$ cat src/rtl/xm23_pipe_pkg.sv
// Shared constants for the XM23 pipeline hazard controller: enable-vector bit positions,
// stall-vector bit positions and the controller FSM state type.
package xm23_pipe_pkg;

  localparam int unsigned EN_W = 41;

  localparam int unsigned EN_ALU_A_LO = 9;
  localparam int unsigned EN_ALU_A_HI = 13;
  localparam int unsigned EN_ALU_B_LO = 15;
  localparam int unsigned EN_ALU_B_HI = 17;
  localparam int unsigned EN_ALU_C_LO = 19;
  localparam int unsigned EN_ALU_C_HI = 27;
  localparam int unsigned EN_MOV_LO   = 35;
  localparam int unsigned EN_MOV_HI   = 38;
  localparam int unsigned EN_LD       = 33;
  localparam int unsigned EN_ST       = 34;
  localparam int unsigned EN_LDR      = 39;

  localparam int unsigned STALL_RAW_EX  = 0;
  localparam int unsigned STALL_RAW_MEM = 1;
  localparam int unsigned STALL_RAW_WB  = 2;
  localparam int unsigned STALL_MEM     = 3;
  localparam int unsigned STALL_SLEEP   = 4;

  typedef enum logic [1:0] {
    RUN      = 2'd0,
    FLUSH    = 2'd1,
    MEM_WAIT = 2'd2,
    SLEEP    = 2'd3
  } pipe_state_t;

  function automatic logic [EN_W-1:0] range_mask(input int unsigned lo, input int unsigned hi);
    return ({EN_W{1'b1}} << lo) & ({EN_W{1'b1}} >> (EN_W - 1 - hi));
  endfunction

  // Instructions that always write their D register.
  localparam logic [EN_W-1:0] WR_MASK =
      range_mask(EN_ALU_A_LO, EN_ALU_A_HI) |
      range_mask(EN_ALU_B_LO, EN_ALU_B_HI) |
      range_mask(EN_ALU_C_LO, EN_ALU_C_HI) |
      range_mask(EN_MOV_LO, EN_MOV_HI) |
      range_mask(EN_LD, EN_LD) |
      range_mask(EN_LDR, EN_LDR);

endpackage

$ cat src/rtl/pipeline_hazard_ctrl_raw_compare.sv
// Per-stage RAW detector: flags when a decode source register is written by this stage's
// instruction, including pointer write-back of LD (S) and ST (D).
module raw_compare
  import xm23_pipe_pkg::*;
(
  input  logic [EN_W-1:0] i_enable,
  input  logic [2:0]      i_d,
  input  logic [2:0]      i_s,
  input  logic            i_ptr_upd,
  input  logic            i_src_d_vld,
  input  logic [2:0]      i_src_d,
  input  logic            i_src_s_vld,
  input  logic [2:0]      i_src_s,
  output logic            o_hazard
);

  logic w_wr_base;
  logic w_dst_d;
  logic w_dst_s;
  logic w_hit_d;
  logic w_hit_s;

  assign w_wr_base = |(i_enable & WR_MASK);
  assign w_dst_d   = w_wr_base | (i_enable[EN_ST] & i_ptr_upd);
  assign w_dst_s   = i_enable[EN_LD] & i_ptr_upd;

  assign w_hit_d = i_src_d_vld &
                   ((w_dst_d & (i_src_d == i_d)) | (w_dst_s & (i_src_d == i_s)));
  assign w_hit_s = i_src_s_vld &
                   ((w_dst_d & (i_src_s == i_d)) | (w_dst_s & (i_src_s == i_s)));

  assign o_hazard = w_hit_d | w_hit_s;

endmodule

$ cat src/rtl/pipeline_hazard_ctrl.sv
// XM23 pipeline hazard controller: RAW stalls, data-memory waits, branch-fail flush and SLP sleep.
// Optional performance counters are enabled by defining PIPE_CTRL_PERF_EN.
module pipeline_hazard_ctrl
  import xm23_pipe_pkg::*;
#(
  parameter int FLUSH_CYCLES = 2
`ifdef PIPE_CTRL_PERF_EN
  , parameter int PERF_W = 16
`endif
) (
  input  logic             clk,
  input  logic             rst,
  input  logic [EN_W-1:0]  dec_enable,
  input  logic [2:0]       dec_D,
  input  logic [2:0]       dec_S,
  input  logic             dec_rd_d,
  input  logic             dec_rd_s,
  input  logic             dec_RC,
  input  logic [2:0][EN_W-1:0] stg_enable,
  input  logic [2:0][2:0]  stg_D,
  input  logic [2:0][2:0]  stg_S,
  input  logic [2:0]       stg_ptr_upd,
  input  logic [2:0]       stg_slp,
  input  logic             branch_fail,
  input  logic             dmem_req,
  input  logic             dmem_ack,
  input  logic             wake,
  output logic [7:0]       stall_o,
  output logic             clear_o,
  output logic             fetch_hold_o,
  output logic [1:0]       state_o
`ifdef PIPE_CTRL_PERF_EN
  , output logic [PERF_W-1:0] perf_stall_o
  , output logic [PERF_W-1:0] perf_flush_o
`endif
);

  localparam int CNT_W = (FLUSH_CYCLES > 1) ? $clog2(FLUSH_CYCLES) : 1;
  localparam logic [CNT_W-1:0] CNT_LOAD = CNT_W'(FLUSH_CYCLES - 1);

  pipe_state_t      r_state, w_state_nxt;
  logic [CNT_W-1:0] r_cnt, w_cnt_nxt;
  logic             r_pend, w_pend_nxt;
  logic [7:0]       w_stall;
  logic             w_clear;
  logic [2:0]       w_raw;
  logic             w_unused;

  // Only the wb copy of SLP triggers sleep; earlier copies are carried for symmetry.
  assign w_unused = ^stg_slp[1:0];

  for (genvar g = 0; g < 3; g++) begin : g_stage
    raw_compare u_cmp (
      .i_enable    (stg_enable[g]),
      .i_d         (stg_D[g]),
      .i_s         (stg_S[g]),
      .i_ptr_upd   (stg_ptr_upd[g]),
      .i_src_d_vld (dec_rd_d),
      .i_src_d     (dec_D),
      .i_src_s_vld (dec_rd_s & ~dec_RC),
      .i_src_s     (dec_S),
      .o_hazard    (w_raw[g])
    );
  end

  always_ff @(posedge clk or posedge rst) begin
    if (rst) begin
      r_state <= RUN;
      r_cnt   <= '0;
      r_pend  <= 1'b0;
    end else begin
      r_state <= w_state_nxt;
      r_cnt   <= w_cnt_nxt;
      r_pend  <= w_pend_nxt;
    end
  end

  always_comb begin
    w_state_nxt = r_state;
    w_cnt_nxt   = r_cnt;
    w_pend_nxt  = r_pend;
    w_stall     = '0;
    w_clear     = 1'b0;
    unique case (r_state)
      RUN: begin
        w_stall[STALL_RAW_WB:STALL_RAW_EX] = w_raw & {3{|dec_enable}};
        if (branch_fail) begin
          w_state_nxt = FLUSH;
          w_cnt_nxt   = CNT_LOAD;
        end else if (dmem_req & ~dmem_ack) begin
          w_state_nxt        = MEM_WAIT;
          w_stall[STALL_MEM] = 1'b1;
        end else if (stg_slp[2] & |stg_enable[2]) begin
          w_state_nxt = SLEEP;
        end
      end
      FLUSH: begin
        w_clear = 1'b1;
        if (branch_fail) begin
          w_cnt_nxt = CNT_LOAD;
        end else if (r_cnt == '0) begin
          w_state_nxt = RUN;
        end else begin
          w_cnt_nxt = r_cnt - 1'b1;
        end
      end
      MEM_WAIT: begin
        // A misprediction during the wait is deferred until the access completes.
        if (dmem_ack) begin
          if (r_pend | branch_fail) begin
            w_state_nxt = FLUSH;
            w_cnt_nxt   = CNT_LOAD;
          end else begin
            w_state_nxt = RUN;
          end
        end else begin
          w_stall[STALL_MEM] = 1'b1;
          if (branch_fail) w_pend_nxt = 1'b1;
        end
      end
      SLEEP: begin
        w_stall[STALL_SLEEP] = 1'b1;
        if (branch_fail) begin
          w_state_nxt = FLUSH;
          w_cnt_nxt   = CNT_LOAD;
        end else if (wake) begin
          w_state_nxt = RUN;
        end
      end
      default: w_state_nxt = RUN;
    endcase
    if (w_state_nxt == FLUSH && r_state != FLUSH) w_pend_nxt = 1'b0;
  end

  // Outputs are forced low while reset is held so they clear without waiting for a clock.
  assign stall_o      = rst ? '0 : w_stall;
  assign clear_o      = ~rst & w_clear;
  assign fetch_hold_o = |stall_o;
  assign state_o      = r_state;

`ifdef PIPE_CTRL_PERF_EN
  logic [PERF_W-1:0] r_perf_stall;
  logic [PERF_W-1:0] r_perf_flush;

  always_ff @(posedge clk or posedge rst) begin
    if (rst) begin
      r_perf_stall <= '0;
      r_perf_flush <= '0;
    end else begin
      if (fetch_hold_o && r_perf_stall != '1) r_perf_stall <= r_perf_stall + PERF_W'(1);
      if (w_state_nxt == FLUSH && r_state != FLUSH && r_perf_flush != '1)
        r_perf_flush <= r_perf_flush + PERF_W'(1);
    end
  end

  assign perf_stall_o = r_perf_stall;
  assign perf_flush_o = r_perf_flush;
`endif

endmodule

$ cat config.mk
export PLATFORM = sky130hd
export DESIGN_NAME = pipeline_hazard_ctrl
export DESIGN_NICKNAME = d
export VERILOG_FILES = /design/src/rtl/xm23_pipe_pkg.sv /design/src/rtl/pipeline_hazard_ctrl_raw_compare.sv /design/src/rtl/pipeline_hazard_ctrl.sv
export SDC_FILE = /design/constraint.sdc
export NUM_CORES = 1
export LEC_CHECK = 0
export CAP_MARGIN = 20
export CORE_AREA = 3 3 82 84
export DETAILED_ROUTE_END_ITERATION = 10
export DIE_AREA = 0 0 85 87
export GPL_TIMING_DRIVEN = 1
export PLACE_DENSITY = 0.77
export SYNTH_ARGS = -nofsm -noshare
export SYNTH_HDL_FRONTEND = slang
export SYNTH_SLANG_ARGS = --single-unit
$ cat constraint.sdc
create_clock -name clk -period 3.3 [get_ports clk]
set_input_delay 0.495 -clock clk [delete_from_list [all_inputs] [get_ports clk]]
set_output_delay 0.495 -clock clk [all_outputs]
set_load 0.01 [all_outputs]
==> impl_metrics.py <==
metrics = {
    "detailed_routing": {
        "routed-via-count": 2050,
        "drt_total_wl_um": 6410,
        "drt.antenna.violating_nets": 0,
        "drt_first_iter_violations": 63,
        "vias_per_cell": 4.87,
        "post_drt_wl_per_cell_um": 15.2,
        "detailedRoute.firstPassIterationCount": 4,
        "drc": 0,
    },
    "logic_synthesis": {
        "syn-instance-count": 168,
        "synth.lib_cells_used.distinct": 35,
        "synth_area_um2": 1240,
        "post-synth-top-area-cell": "xnor2_1",
        "netlist.area_leader.share_pct": 21.2,
        "ys_ff_latch": 4,
        "synth-edff-count": 0,
        "synth_top_flop_cell": "dfrtp_1",
        "netlist_top_cells_area": "xnor2_1, nor4_1, dfrtp_1",
        "ys_seq_area_share_pct": 8.09,
        "synth_warnings": 0,
        "synth_area_per_cell_um2": 7.37,
        "async_reset_ff_share_pct": 100,
    },
    "flow_run": {
        "max_cap_violations": 0,
    },
    "cts": {
        "cts_sinks": 4,
        "clock_insertion_delay_worst_skew_ns": 0.22,
        "path_clk_slew_ns": 0.03,
        "ctsLongestPathBuffers": 2,
        "cts_buffer_count": 3,
        "clock_tree.root_cell": "clkbuf_8",
        "tritoncts": "built",
        "clock_tree.htree_level_count": 1,
    },
    "floorplanning": {
        "fp.coreArea_um2": 5990,
        "fp.dieH_um": 87,
        "design.portCount": 215,
        "die_outline_area_um2": 7400,
        "die_width_um": 85,
        "rows": 28,
        "initial_core_util_pct": 20.7,
    },
    "power": {
        "power_density_nw_per_um2": 251,
        "report.power.total_mw": 0.791,
        "worst_vdd_drop_v": 0.000329,
        "cell_leakage_power_nw": 1.09,
    },
    "hold_path": {
        "worstHoldPathType": "reg2reg",
        "min_path_cells": 1,
    },
    "worst_setup_path": {
        "crit_type": "in2out",
        "reg2reg_depth": 7,
        "timing.critical_path.max_delay_family": "buffers and inverters",
        "cpMaxStageDelayCell": "clkdlybuf4s50_1",
        "critical_path_arrival_ns": 2.68,
        "critPathMostFrequentCell": "clkdlybuf4s50_1",
        "worstSetupStartpointType": "input pin",
        "critical_path_buf_inv_count": 2,
        "cp.required_ns": 2.80,
        "worstSetupPathDepth": 7,
        "slowest_delay_ns": 0.53,
        "cp_max_fo": 4,
        "path_cells": "clkdlybuf4s50_1 -> nand2b_1 -> a21oi_1 -> or2_1 -> a2111oi_1 -> a31oi_1 -> clkdlybuf4s50_1",
        "critical_path.endpoint_type": "primary output",
    },
    "timing": {
        "post-route-period-util_pct": 96.2,
        "grt_setup_unrepaired": "false",
        "hold_violations": 0,
        "maximum_clock_rate_mhz": 315,
        "setup-violations-final": 0,
        "slew_violations": 0,
        "worst_clock_skew_ns": 0.00384,
        "fin_hold_ws_ns": 0.514,
        "minimum_clock_period_ns": 3.17,
        "final.setup.tns_ns": 0,
    },
    "finish": {
        "flow.area_growth_from_synthesis_pct": 155,
        "final_net_count": 556,
        "layout-drive-gt1-share_pct": 5.49,
        "antenna_cells_inserted": 0,
    },
    "grt": {
        "via_count_of_the_first_global_routing_pass": 2167,
        "grt_max_degree": 7,
        "grt_antenna_before_repair": 0,
        "grt_use_total_pct": 15.8,
        "global_route_wire_length_before_repair_um": 9430,
        "grt-ovfl-total": 0,
    },
    "status": {
        "run_status": "complete, no violations",
    },
    "placed_design": {
        "gp_routability_congestion": 0.850,
        "placement.io_buffers": 175,
        "dp.final_hpwl_um": 5850,
    },
}
-- Yosys cell counts, types with 2 or more instances --
master	number
a21oi_1	7
or2_1	2
nor2b_1	5
buf_2	6
xnor2_1	30
xor2_1	6
nor2_1	6
nand2b_1	3
ha_1	5
o41ai_1	2
a31oi_1	4
a2bb2oi_1	3
nand4_1	16
nor3_1	4
dfrtp_1	4
o21ai_1	3
nor4_1	25
o21ai_0	2
nand2_1	8
nand3_1	3
nor4_2	2
inv_1	7
buf_4	3
-- through the flow --
step | std cells | utilization, % | cell area (um2) | setup WS, ns
after floorplan | 170 | - | 1240 | 0.979
after global placement | 418 | 51.6 | 3090 | 0.0210
after detailed placement | 418 | 51.6 | 3090 | 0.0250
after CTS | 421 | 52.4 | 3140 | 0.0516
after global routing | 421 | 52.7 | 3150 | 0.0119
final | 421 | 52.7 | 3150 | 0.127
-- cells in the final DEF, fill, tap and decap left out, drive strengths merged, types with 2 or more instances in the layout --
cell           instances
nand3                  3
ha                     5
xor2                   6
xnor2                 30
a31oi                  4
dfrtp                  4
nand2                  8
a2bb2oi                3
nor2b                  5
nor3                   4
a21oi                  7
clkbuf                 3
conb                   3
or2                    2
inv                    7
o41ai                  3
buf                    7
clkdlybuf4s50        175
o21ai                  5
nand4                 16
nor2                   6
nor4                  27
nand2b                 3
-- worst register-to-register path: stages (launching register included) --
cell and delay [ns]:
dfrtp_1 0.43, inv_1 0.11, ha_1 0.28, inv_1 0.10
a21oi_1 0.07, o21ai_1 0.18, o211ai_2 0.14, o32a_1 0.34
-- what timing repair did --
action,CTS,global route
buffers inserted,0,0
hold buffers,0,0
resized for setup,1,3
endpoints found under the setup margin,1,1
-- power breakdown --
group	leakage, nW	switching (mW)	internal [mW]	total, mW
Combinational	1.02	0.240	0.352	0.592
Clock	0.0216	0.0264	0.0778	0.104
Sequential	0.0478	0.0207	0.0740	0.0947
Total	1.09	0.287	0.504	0.791
-- per-layer routing --
metal  vias up  track usage [%]  wire [um]
met1       907             15.5       2250
met4         0             4.60        154
li1        999                -          -
met3        14             5.20        699
met2       130             31.1       3300
met5         -                0          0
-- worst paths after layout --
check                      startpoint            to  slack [ns]
max in group asynchronous         rst    state_o[0]        2.56
setup reg to reg           state_o[1]        r_pend        1.53
hold / removal                 r_pend        r_pend        0.51
setup / recovery             dmem_ack  fetch_hold_o        0.13
hold reg to reg                r_pend        r_pend        0.51
min in group asynchronous         rst         r_cnt        0.57
-- cell families after synthesis --
family	Yosys count	share of synthesized area, %
xor gates and xnor gates	36	25.5
AOI/OAI and AO/OA	29	17.1
and+or+nand+nor	77	37.6
buffers and inverters	16	6.37
other	1	0.303
adders and majority gates	5	5.06
DFF	4	8.09
-- registers in the layout, indices dropped and copies added (netlist names) --
signal	count
state_o	2
r_cnt	1
r_pend	1
-- area by class of cell --
type	instances	area, um2
Fill cell	572	2840
Multi-Input combinational cell	150	1090
Inverter	7	26.3
Sequential cell	4	100
Tap cell	75	93.8
Timing Repair Buffer	182	1800
Clock buffer	3	41.3
No activity file was read; power rests on OpenSTA's default activity.
